### config.mk
export PLATFORM = sky130hd
export DESIGN_NAME = mine_controller
export DESIGN_NICKNAME = d
export VERILOG_FILES = /design/src/rtl/mine_controller.sv
export SDC_FILE = /design/constraint.sdc
export NUM_CORES = 1
export LEC_CHECK = 0
export CAP_MARGIN = 0
export CORE_MARGIN = 10
export CORE_UTILIZATION = 40
export CTS_BUF_LIST = sky130_fd_sc_hd__clkbuf_8
export CTS_CLUSTER_DIAMETER = 120
export CTS_CLUSTER_SIZE = 16
export DETAILED_ROUTE_END_ITERATION = 7
export PLACE_DENSITY_LB_ADDON = 0.12
export RECOVER_POWER = 100
export SLEW_MARGIN = 10
export SYNTH_ARGS = -nofsm -noshare
export SYNTH_HDL_FRONTEND = slang
export SYNTH_SLANG_ARGS = --single-unit
### constraint.sdc
create_clock -name clk -period 1.65 [get_ports clk]
set_input_delay 0.4125 -clock clk [delete_from_list [all_inputs] [get_ports clk]]
set_output_delay 0.4125 -clock clk [all_outputs]
set_load 0.005 [all_outputs]
### src/rtl/mine_controller.sv
// mine_controller: frame-timed lifecycle sequencer for a single placeable mine
module mine_controller #(
  parameter int ARM_FRAMES      = 60,
  parameter int LIFETIME_FRAMES = 240,
  parameter int EXPLODE_FRAMES  = 30,
  parameter int COOLDOWN_FRAMES = 20,
  parameter int CNT_W           = 8
) (
  input  logic        clk,
  input  logic        resetN,
  input  logic        startOfFrame,
  input  logic        place_req,
  input  logic [10:0] place_x,
  input  logic [10:0] place_y,
  input  logic        trigger,
  output logic        place_ack,
  output logic [10:0] topLeftX,
  output logic [10:0] topLeftY,
  output logic        bomb_exist,
  output logic        bomb_exploded,
  output logic        explode_pulse,
  output logic        explode_cause,
  output logic        busy
);
  typedef enum logic [2:0] {IDLE, ARMING, ARMED, EXPLODE, COOLDOWN} state_t;
  localparam logic [CNT_W-1:0] ARM_LAST  = CNT_W'(ARM_FRAMES - 1);
  localparam logic [CNT_W-1:0] LIFE_LAST = CNT_W'(LIFETIME_FRAMES - 1);
  localparam logic [CNT_W-1:0] EXP_LAST  = CNT_W'(EXPLODE_FRAMES - 1);
  localparam logic [CNT_W-1:0] COOL_LAST = CNT_W'(COOLDOWN_FRAMES - 1);
  state_t           state;
  logic [CNT_W-1:0] cnt;
  logic [CNT_W-1:0] last;
  logic             done;
  // final frame tick of the current timed state
  always_comb begin
    last = state == ARMING ? ARM_LAST : state == ARMED ? LIFE_LAST :
           state == EXPLODE ? EXP_LAST : COOL_LAST;
    done = startOfFrame && cnt == last;
  end
  // lifecycle FSM; visual outputs follow the state register by one cycle
  always_ff @(posedge clk) begin
    if (!resetN) begin
      state         <= IDLE;
      cnt           <= '0;
      place_ack     <= 1'b0;
      topLeftX      <= '0;
      topLeftY      <= '0;
      bomb_exist    <= 1'b0;
      bomb_exploded <= 1'b0;
      explode_pulse <= 1'b0;
      explode_cause <= 1'b0;
      busy          <= 1'b0;
    end else begin
      place_ack     <= 1'b0;
      explode_pulse <= 1'b0;
      bomb_exist    <= state inside {ARMING, ARMED, EXPLODE};
      bomb_exploded <= state == EXPLODE;
      busy          <= state != IDLE;
      cnt           <= startOfFrame ? cnt + 1'b1 : cnt;
      case (state)
        IDLE: if (place_req) begin
          topLeftX  <= {place_x[10:5], 5'b0};
          topLeftY  <= {place_y[10:5], 5'b0};
          place_ack <= 1'b1;
          state     <= ARMING;
          cnt       <= '0;
        end
        ARMING: if (done) begin
          state <= ARMED;
          cnt   <= '0;
        end
        ARMED: if (trigger || done) begin
          state         <= EXPLODE;
          cnt           <= '0;
          explode_pulse <= 1'b1;
          explode_cause <= trigger;
        end
        EXPLODE: if (done) begin
          state <= COOLDOWN;
          cnt   <= '0;
        end
        COOLDOWN: if (done) begin
          state <= IDLE;
          cnt   <= '0;
        end
        default: state <= IDLE;
      endcase
    end
  end
endmodule

## After elaboration in Yosys (flattened, before gate mapping)

Index checks and enable logic that the tools add are counted.

| operators by class | value |
|---|---|
| add/subtract/negate cells | 1 |
| equality and inequality tests | 10 |
| reduce and logical (&&, ||, !) cells | 11 |
| mux-type cells | 16 |

Operators by type and width:

| kind | number |
|---|---|
| 8-bit 2-to-1 mux | 6 |
| 8-bit one-hot mux with 3 select lines | 1 |
| 3-bit 2-to-1 mux | 5 |
| 3-bit one-hot mux with 5 select lines | 1 |
| 8-bit by 1-bit adder with 8-bit output (second input constant) | 1 |
| 8-bit == test | 1 |
| 2-bit inequality test (second input constant) | 4 |
| 2-bit AND reduction | 4 |
| 3-bit by 2-bit == test with 1-bit output (second input constant) | 2 |
| 3-bit nonzero test | 2 |
| 5-bit AND reduction | 1 |
| 4-bit 2-to-1 mux | 1 |
| 3-bit by 1-bit == test with 1-bit output (second input constant) | 1 |
| 3-bit == test (second input constant) | 1 |
| 3-bit zero test | 1 |
| 3-bit OR reduction | 1 |
| 1-bit 2-to-1 mux | 2 |
| 2-bit by 1-bit inequality test with 1-bit output (second input constant) | 1 |
| 1-bit logical AND | 1 |
| 1-bit logical OR | 1 |

| word-level totals | value |
|---|---|
| register bits after elaboration | 29 |
| logic and storage cells | 48 |

## Longest topological paths before layout

Gate-level depths: netlist of run 1.

| depth | value |
|---|---|
| depth in word-level cells | 9 |
| depth in mapped cells | 7 |
| depth with buffers taken out | 5 |

## Worst setup path after synthesis of run 1

No wires, ideal clock.

| timing | value |
|---|---|
| path type | input to register |
| start | in startOfFrame |
| end | reg cnt[1] |
| cell stages on the path | 6 |
| path buffers | 1 |
| arrival time | 1.593 ns |
| required time | 1.534 ns |
| path slack | -0.059 ns |
| cell sequence | buf_2 -> and3_1 -> nand3_1 -> a2111oi_4 -> a31o_2 -> nor2_1 |

| between the ends | value |
|---|---|
| word-level cells in the longest chain between the ends | 4 |
| elaborated cells on any way between the ends | 7 |
| those cells by class | mux (5); reduce/logical (2) |

RTL lines:

| what | RTL line | source |
|---|---|---|
| from (decl) | 11 | `input logic startOfFrame,` |
| 1-bit logical AND | 38 | `done = startOfFrame && cnt == last;` |
| 1-bit logical OR | 72 | `ARMED: if (trigger \|\| done) begin` |
| 8-bit 2-to-1 mux | 72 |  |
| 8-bit one-hot mux with 3 select lines * | 60 | `case (state)` |
| to (signal assigned) | 59 | `cnt <= startOfFrame ? cnt + 1'b1 : cnt;` |
| to (decl) | 31 | `logic [CNT_W-1:0] cnt;` |

Every way passes the cells marked *; elsewhere a longest branch is shown, timed or not.
A chain may end at the register's enable or synchronous reset.

## Worst setup path in the final report of run 1

| timing | value |
|---|---|
| start | reg state[1] |
| end | reg cnt[6] |

| between the ends | value |
|---|---|
| word-level cells in the longest chain between the ends | 9 |
| elaborated cells on any way between the ends | 15 |
| those cells by class | eq/ne (5); mux (6); reduce/logical (4) |

RTL lines:

| what | RTL line | source |
|---|---|---|
| from (decl) | 30 | `state_t state;` |
| from (signal assigned) | 43 | `state <= IDLE;` |
| from (signal assigned) | 65 | `state <= ARMING;` |
| from (signal assigned) | 69 | `state <= ARMED;` |
| 3-bit by 2-bit == test with 1-bit output | 37, 60 |  |
| 4-bit 2-to-1 mux | 37 | `state == EXPLODE ? EXP_LAST : COOL_LAST;` |
| 8-bit 2-to-1 mux (2 in series) | 36 | `last = state == ARMING ? ARM_LAST : state == ARMED ? LIFE_LAST :` |
| 8-bit == test | 38 |  |
| 1-bit logical AND | 38 |  |
| 1-bit logical OR | 72 |  |
| 8-bit 2-to-1 mux | 72 |  |
| 8-bit one-hot mux with 3 select lines * | 60 |  |

Marked as above.

==> run metrics, run 1 <==
row count 21; Mapped Area 0.00141 mm2; final hold violation count 0; CP Class reg -> reg; Final min period 1680 ps; DIE AREA 0.00629 mm2; Design Area, Final between 0.002 and 0.0025 mm2; CP max FO 7; Main synth FF type dfxtp_1; most frequent cells in the layout 28 x nand2_1, 28 x clkdlybuf4s50_1, 25 x dfxtp_1; IO Count 55; clock latency on the worst-skew pair 280 ps; CP Capture Type flip-flop; Starting DRT DRC Count 60; fin nets 245; vias per cell 4.77; diode count 0; leak pwr 0.846 nW; setup violators final 8; Syn Area/Cell 8.79 um2; fin. max-slew vios 0; Post-synth ARST share 0; core area 0.00336 mm2; grt met1 use 0.123; root buf cell clkbuf_8; first-pass GRT wire length 6040 um; Die Wd approximately 79 um; Layout Skew 2.86 ps; Port Buf Inserts 34; Detail Route Antenna Nets 0; htree depth 2; largest net degree at the start of global routing 17; CTS max path bufs 2; CP arrival 1860 ps; EDFF count, synth 0; Inserted Clock Buffers 5; Worst VDD drop between 300 and 400 uV; final period utilization 1.02; GR Util met2 0.208; Hold Slack 463 ps; Yosys reg bits 29; Cells after Synth 160; failing checks negative setup slack; Worst-path clk slew 60 ps; setup repair after global routing missed its margin yes; layout overhead on the synthesized area 49.3%; gr ovfl total 0; Hold Buf Count CTS 0; P per Cell Area 786 mW/mm2; Setup crit start kind flip-flop; GPL Wtd Cong about 0.80; Post-DP Area approximately 0.0019 mm2; Total Routing Usage GR 0.121; DRC Markers 0; outcome finished, violations left; met3 usage 0.0552; clock sinks 29; Worst Slack Setup Final -34.7 ps; initial antenna violation count 0; fmax between 500 and 600 MHz; sequential share of the synthesized area 0.413; TritonCTS clock tree done; Fin Setup TNS -206 ps; busiest grt layer met2; share of layout cells above drive strength 1 0.248; vias in the first global route 1248; starting density of the core 0.418; max-cap violations 0; die height 79.3 um; Distinct cells, synth 40; Yosys warning total 0; CP required 1830 ps; dpl hpwl 2820 um; DRT Wirelength 3710 um; DR pass1 iterations 4; hold crit path type reg -> reg; DR WL/cell 14.1 um; vias 1258
==> state kept, by name, indices dropped and copies added (netlist names) <==
| name | count |
|---|---|
| cnt | 8 |
| topLeftX | 6 |
| topLeftY | 6 |
| state | 3 |
| bomb_exist | 1 |
| bomb_exploded | 1 |
| busy | 1 |
| explode_cause | 1 |
| explode_pulse | 1 |
| place_ack | 1 |
==> repair_timing <==
action / 4_1_cts / 5_1_grt
pin swaps: 9 / 4
gates resized for setup: 13 / 10
endpoints found under the setup margin: 12 / 22
endpoints found under the hold margin: 0 / 0
buffers inserted: 2 / 1
==> metrics by stage <==
step	power, W	instances	setup WS [ps]	utilization
after global routing	0.00174	264	-99.2	0.624
final	0.00165	264	-34.7	0.624
after CTS	0.00167	264	-18.8	0.613
after floorplan	0.000887	169	-10.8	-
after detailed placement	0.00102	254	-549	0.563
after global placement	0.00101	254	-481	0.563
==> routing by layer <==
layer	vias up	share of wire
met2	32	0.55
met5	-	0
li1	632	-
met4	0	0.016
met3	8	0.048
met1	586	0.39
==> worst paths after layout <==
path / startpoint / to / slack, ps / depth (start not counted)
setup / recovery: state[1] / cnt[6] / -30 / 7
hold / removal: topLeftY[10] / topLeftY[10] / 460 / 2
setup reg to reg: state[1] / cnt[6] / -30 / 7
hold reg to reg: topLeftY[10] / topLeftY[10] / 460 / 2
==> worst max-delay path, stage by stage (launching register included) <==
cell,delay [ps]
dfxtp_4,370
buf_6,90
and2b_1,160
nand3_2,100
a2111oi_4,390
buf_4,210
a31o_4,200
nor2_1,60
==> cell usage after synthesis, types with 2 or more instances <==
cell / instances / share of area
nand3_1: 2 / 0.0071
xnor2_1: 4 / 0.025
dfxtp_1: 29 / 0.41
a21boi_0: 12 / 0.064
a21oi_1: 3 / 0.011
nor2b_1: 4 / 0.018
nor3_1: 4 / 0.014
mux2i_1: 5 / 0.036
clkbuf_1: 3 / 0.0080
and3_1: 4 / 0.018
nand2_1: 28 / 0.075
buf_4: 10 / 0.053
nor2_1: 11 / 0.029
nand4_1: 4 / 0.018
a31oi_1: 2 / 0.0089
xor2_1: 6 / 0.037
inv_1: 2 / 0.0053
buf_2: 4 / 0.014
nor3b_2: 2 / 0.018
==> where the power goes <==
group          switching, W  internal [W]
registers         0.0000219      0.000729
logic              0.000115      0.000145
clock network      0.000264      0.000376
==> logic make-up (layout without fill, tap and decap cells) <==
kind of cell    count (synthesis)  after routing  synth area share
compound gates                 24             24             0.133
xor+xnor                       10             10            0.0623
fa+ha+maj                       1              1           0.00890
buf+inv                        20             69            0.0890
flops                          29             29             0.413
mux                             5              5            0.0356
other cells                     1             10           0.00267
simple gates                   70             70             0.255
==> cell type report <==
| class | count | area [um2] |
|---|---|---|
| inverter | 2 | 7.51 |
| clock buffer | 7 | 96.3 |
| fill | 319 | 1260 |
| clock inverter | 1 | 5.00 |
| timing repair buffer | 59 | 528 |
| tap | 46 | 57.6 |
| multi-input combinational | 120 | 815 |
| sequential | 29 | 591 |
Power figures use the tool's default switching activity.
==> inputs of run 2 (changes only) <==
Settings changed: PLACE_DENSITY set to 0.77, PLACE_DENSITY_LB_ADDON 0.12 to unset.
==> run 2 against run 1 <==
The flow still finishes with violations (negative setup slack); non-clock buffer count increased by 3; combinational power increased by 2%; sequential share of layout area increased by 0.19 points; wire length decreased by 6.5%; global-route usage decreased by 0.71 points; worst setup slack got worse by 7.5 ps; final cell count increased by 0.76%; die area unchanged; critical path depth decreased by 2; largest cell class unchanged; largest power group unchanged.
==> run metrics, run 2 (synthesized netlist as in run 1, its figures left out) <==
outcome finished, violations left; failing checks negative setup slack; layout overhead on the synthesized area 48.6%; fin. max-slew vios 0 (unchanged); root buf cell clkbuf_8; gr ovfl total 0 (unchanged); dpl hpwl 2690 um (-4.4%); Final min period 1690 ps (+7.49 ps); Hold Buf Count CTS 0 (unchanged); TritonCTS clock tree done; Starting DRT DRC Count 34 (-43%); starting density of the core 0.418 (unchanged); Design Area, Final 0.00209 mm2 (-0.48%); largest net degree at the start of global routing 13 (-4); metal3 WL 149 um (-16%); die height 79.3 um (unchanged); fmax 591 MHz (-0.44%); fin nets 248 (+1.2%); P per Cell Area 762 mW/mm2 (-3.0%); initial antenna violation count 0 (unchanged); final period utilization 1.03 (+0.00454); hold crit path type reg -> reg; IO Count 55 (unchanged); most flop-heavy register cnt; Port Buf Inserts 34 (unchanged); Worst VDD drop 722 uV (+84%); clock latency on the worst-skew pair 290 ps (about the same); setup violators final 4 (-4); CP required 1820 ps (about the same); Setup crit start kind flip-flop; setup repair after global routing missed its margin yes; first-pass GRT wire length 5720 um (-5.4%); Detail Route Antenna Nets 0 (unchanged); CP max FO 6 (-1); diode count 0 (unchanged); DRT Wirelength 3470 um (-6.5%); Worst Slack Setup Final -42.1 ps (-7.49 ps); DR WL/cell 13.1 um (-7.2%); Final Total Pwr 0.00159 W (-3.5%); Total Routing Usage GR 0.114 (-0.00708); DIE AREA 0.00629 mm2 (unchanged); Top Registers cnt: 8 flops, topLeftX: 6 flops, topLeftY: 6 flops; GPL Wtd Cong 0.806 (+0.57%); leak pwr 0.867 nW (+2.5%); Post-DP Area 0.00193 mm2 (+1.9%); Die Wd 79.3 um (unchanged); share of layout cells above drive strength 1 0.227 (-0.0204); vias 1240 (-1.4%); Largest register FFs 8 (unchanged); CP arrival 1860 ps (about the same); CP Capture Type flip-flop; CP Class reg -> reg; core area 0.00336 mm2 (unchanged); clock sinks 29 (unchanged); DR pass1 iterations 4 (unchanged); final hold violation count 0 (unchanged); row count 21 (unchanged); vias per cell 4.66 (-2.2%); most frequent cells in the layout 28 x nand2_1, 26 x dfxtp_1, 26 x buf_4; CTS max path bufs 2 (unchanged); max-cap violations 0 (unchanged); DRC Markers 0 (unchanged); met2 routed WL 1810 um (-11%); Inserted Clock Buffers 5 (unchanged); htree depth 2 (unchanged); Hold Slack 449 ps (-13.8 ps); fillers 320 (+0.31%); routed length on met1 1450 um (+0.55%); most common cell after layout, fill and taps aside nand2_1; Layout Skew 3.57 ps (+0.714 ps); Worst-path clk slew 60 ps (about the same); vias in the first global route 1211 (-3.0%); top metal layer carrying routed signals met4
## run 2: path summary, 6_finish.rpt
kind,startpoint,to,slack [ps],cells past startpoint
setup / recovery,state[2],state[0],-40,5
hold / removal,topLeftX[9],topLeftX[9],450,2
setup reg to reg,state[2],state[0],-40,5
hold reg to reg,topLeftX[9],topLeftX[9],450,2
## run 2: cell type report
type / instances / area (um2) / share of cell area
clock buffers: 6 / 82.6 / 0.0395
clock inverters: 1 / 3.75 / 0.00180
inverters: 2 / 7.51 / 0.00359
multi-input cells: 120 / 785 / 0.375
flip-flops and latches: 29 / 592 / 0.283
well taps: 46 / 57.6 / 0.0275
repair buffers: 62 / 562 / 0.269
## run 2: power by group
part           switching (W)  internal (W)  leakage (nW)
Sequential         0.0000202      0.000727         0.238
Combinational       0.000113      0.000152         0.580
Clock               0.000258      0.000324        0.0485
Total               0.000391       0.00120         0.867
## run 2: timing repair
action,CTS,global route
setup endpoints to repair,14,20
gates resized for setup,9,9
pin swaps,3,6
setup buffers,0,2
## run 2: worst max-delay path, cell delays in order, from the launching register on
cell and delay (ps):
dfxtp_4 370, nor3b_2 230, mux2i_2 120, or4_1 550
a31oi_2 250, nor3b_2 60
## run 2: layer usage
layer  global-route usage  vias to the layer above
met1                0.124                      568
met5                    0                        -
li1                     -                      642
met4               0.0699                        0
met2                0.189                       26
met3               0.0349                        4
## run 2: through the flow
step                      cells   util  TNS (ps)  worst slack [ps]
after floorplan             169      -     -83.6             -10.8
final                       266  0.621     -83.7             -42.1
after global placement      257  0.573     -5970              -523
after CTS                   264  0.605         0              6.10
after detailed placement    257  0.573     -6200              -544
after global routing        266  0.621     -1280              -125
==> inputs of run 3 (changes only) <==
Settings changed: SLEW_MARGIN 10 to unset.
==> results of run 3 <==
The final DEF is identical to that of run 2; final timing and power are the same.
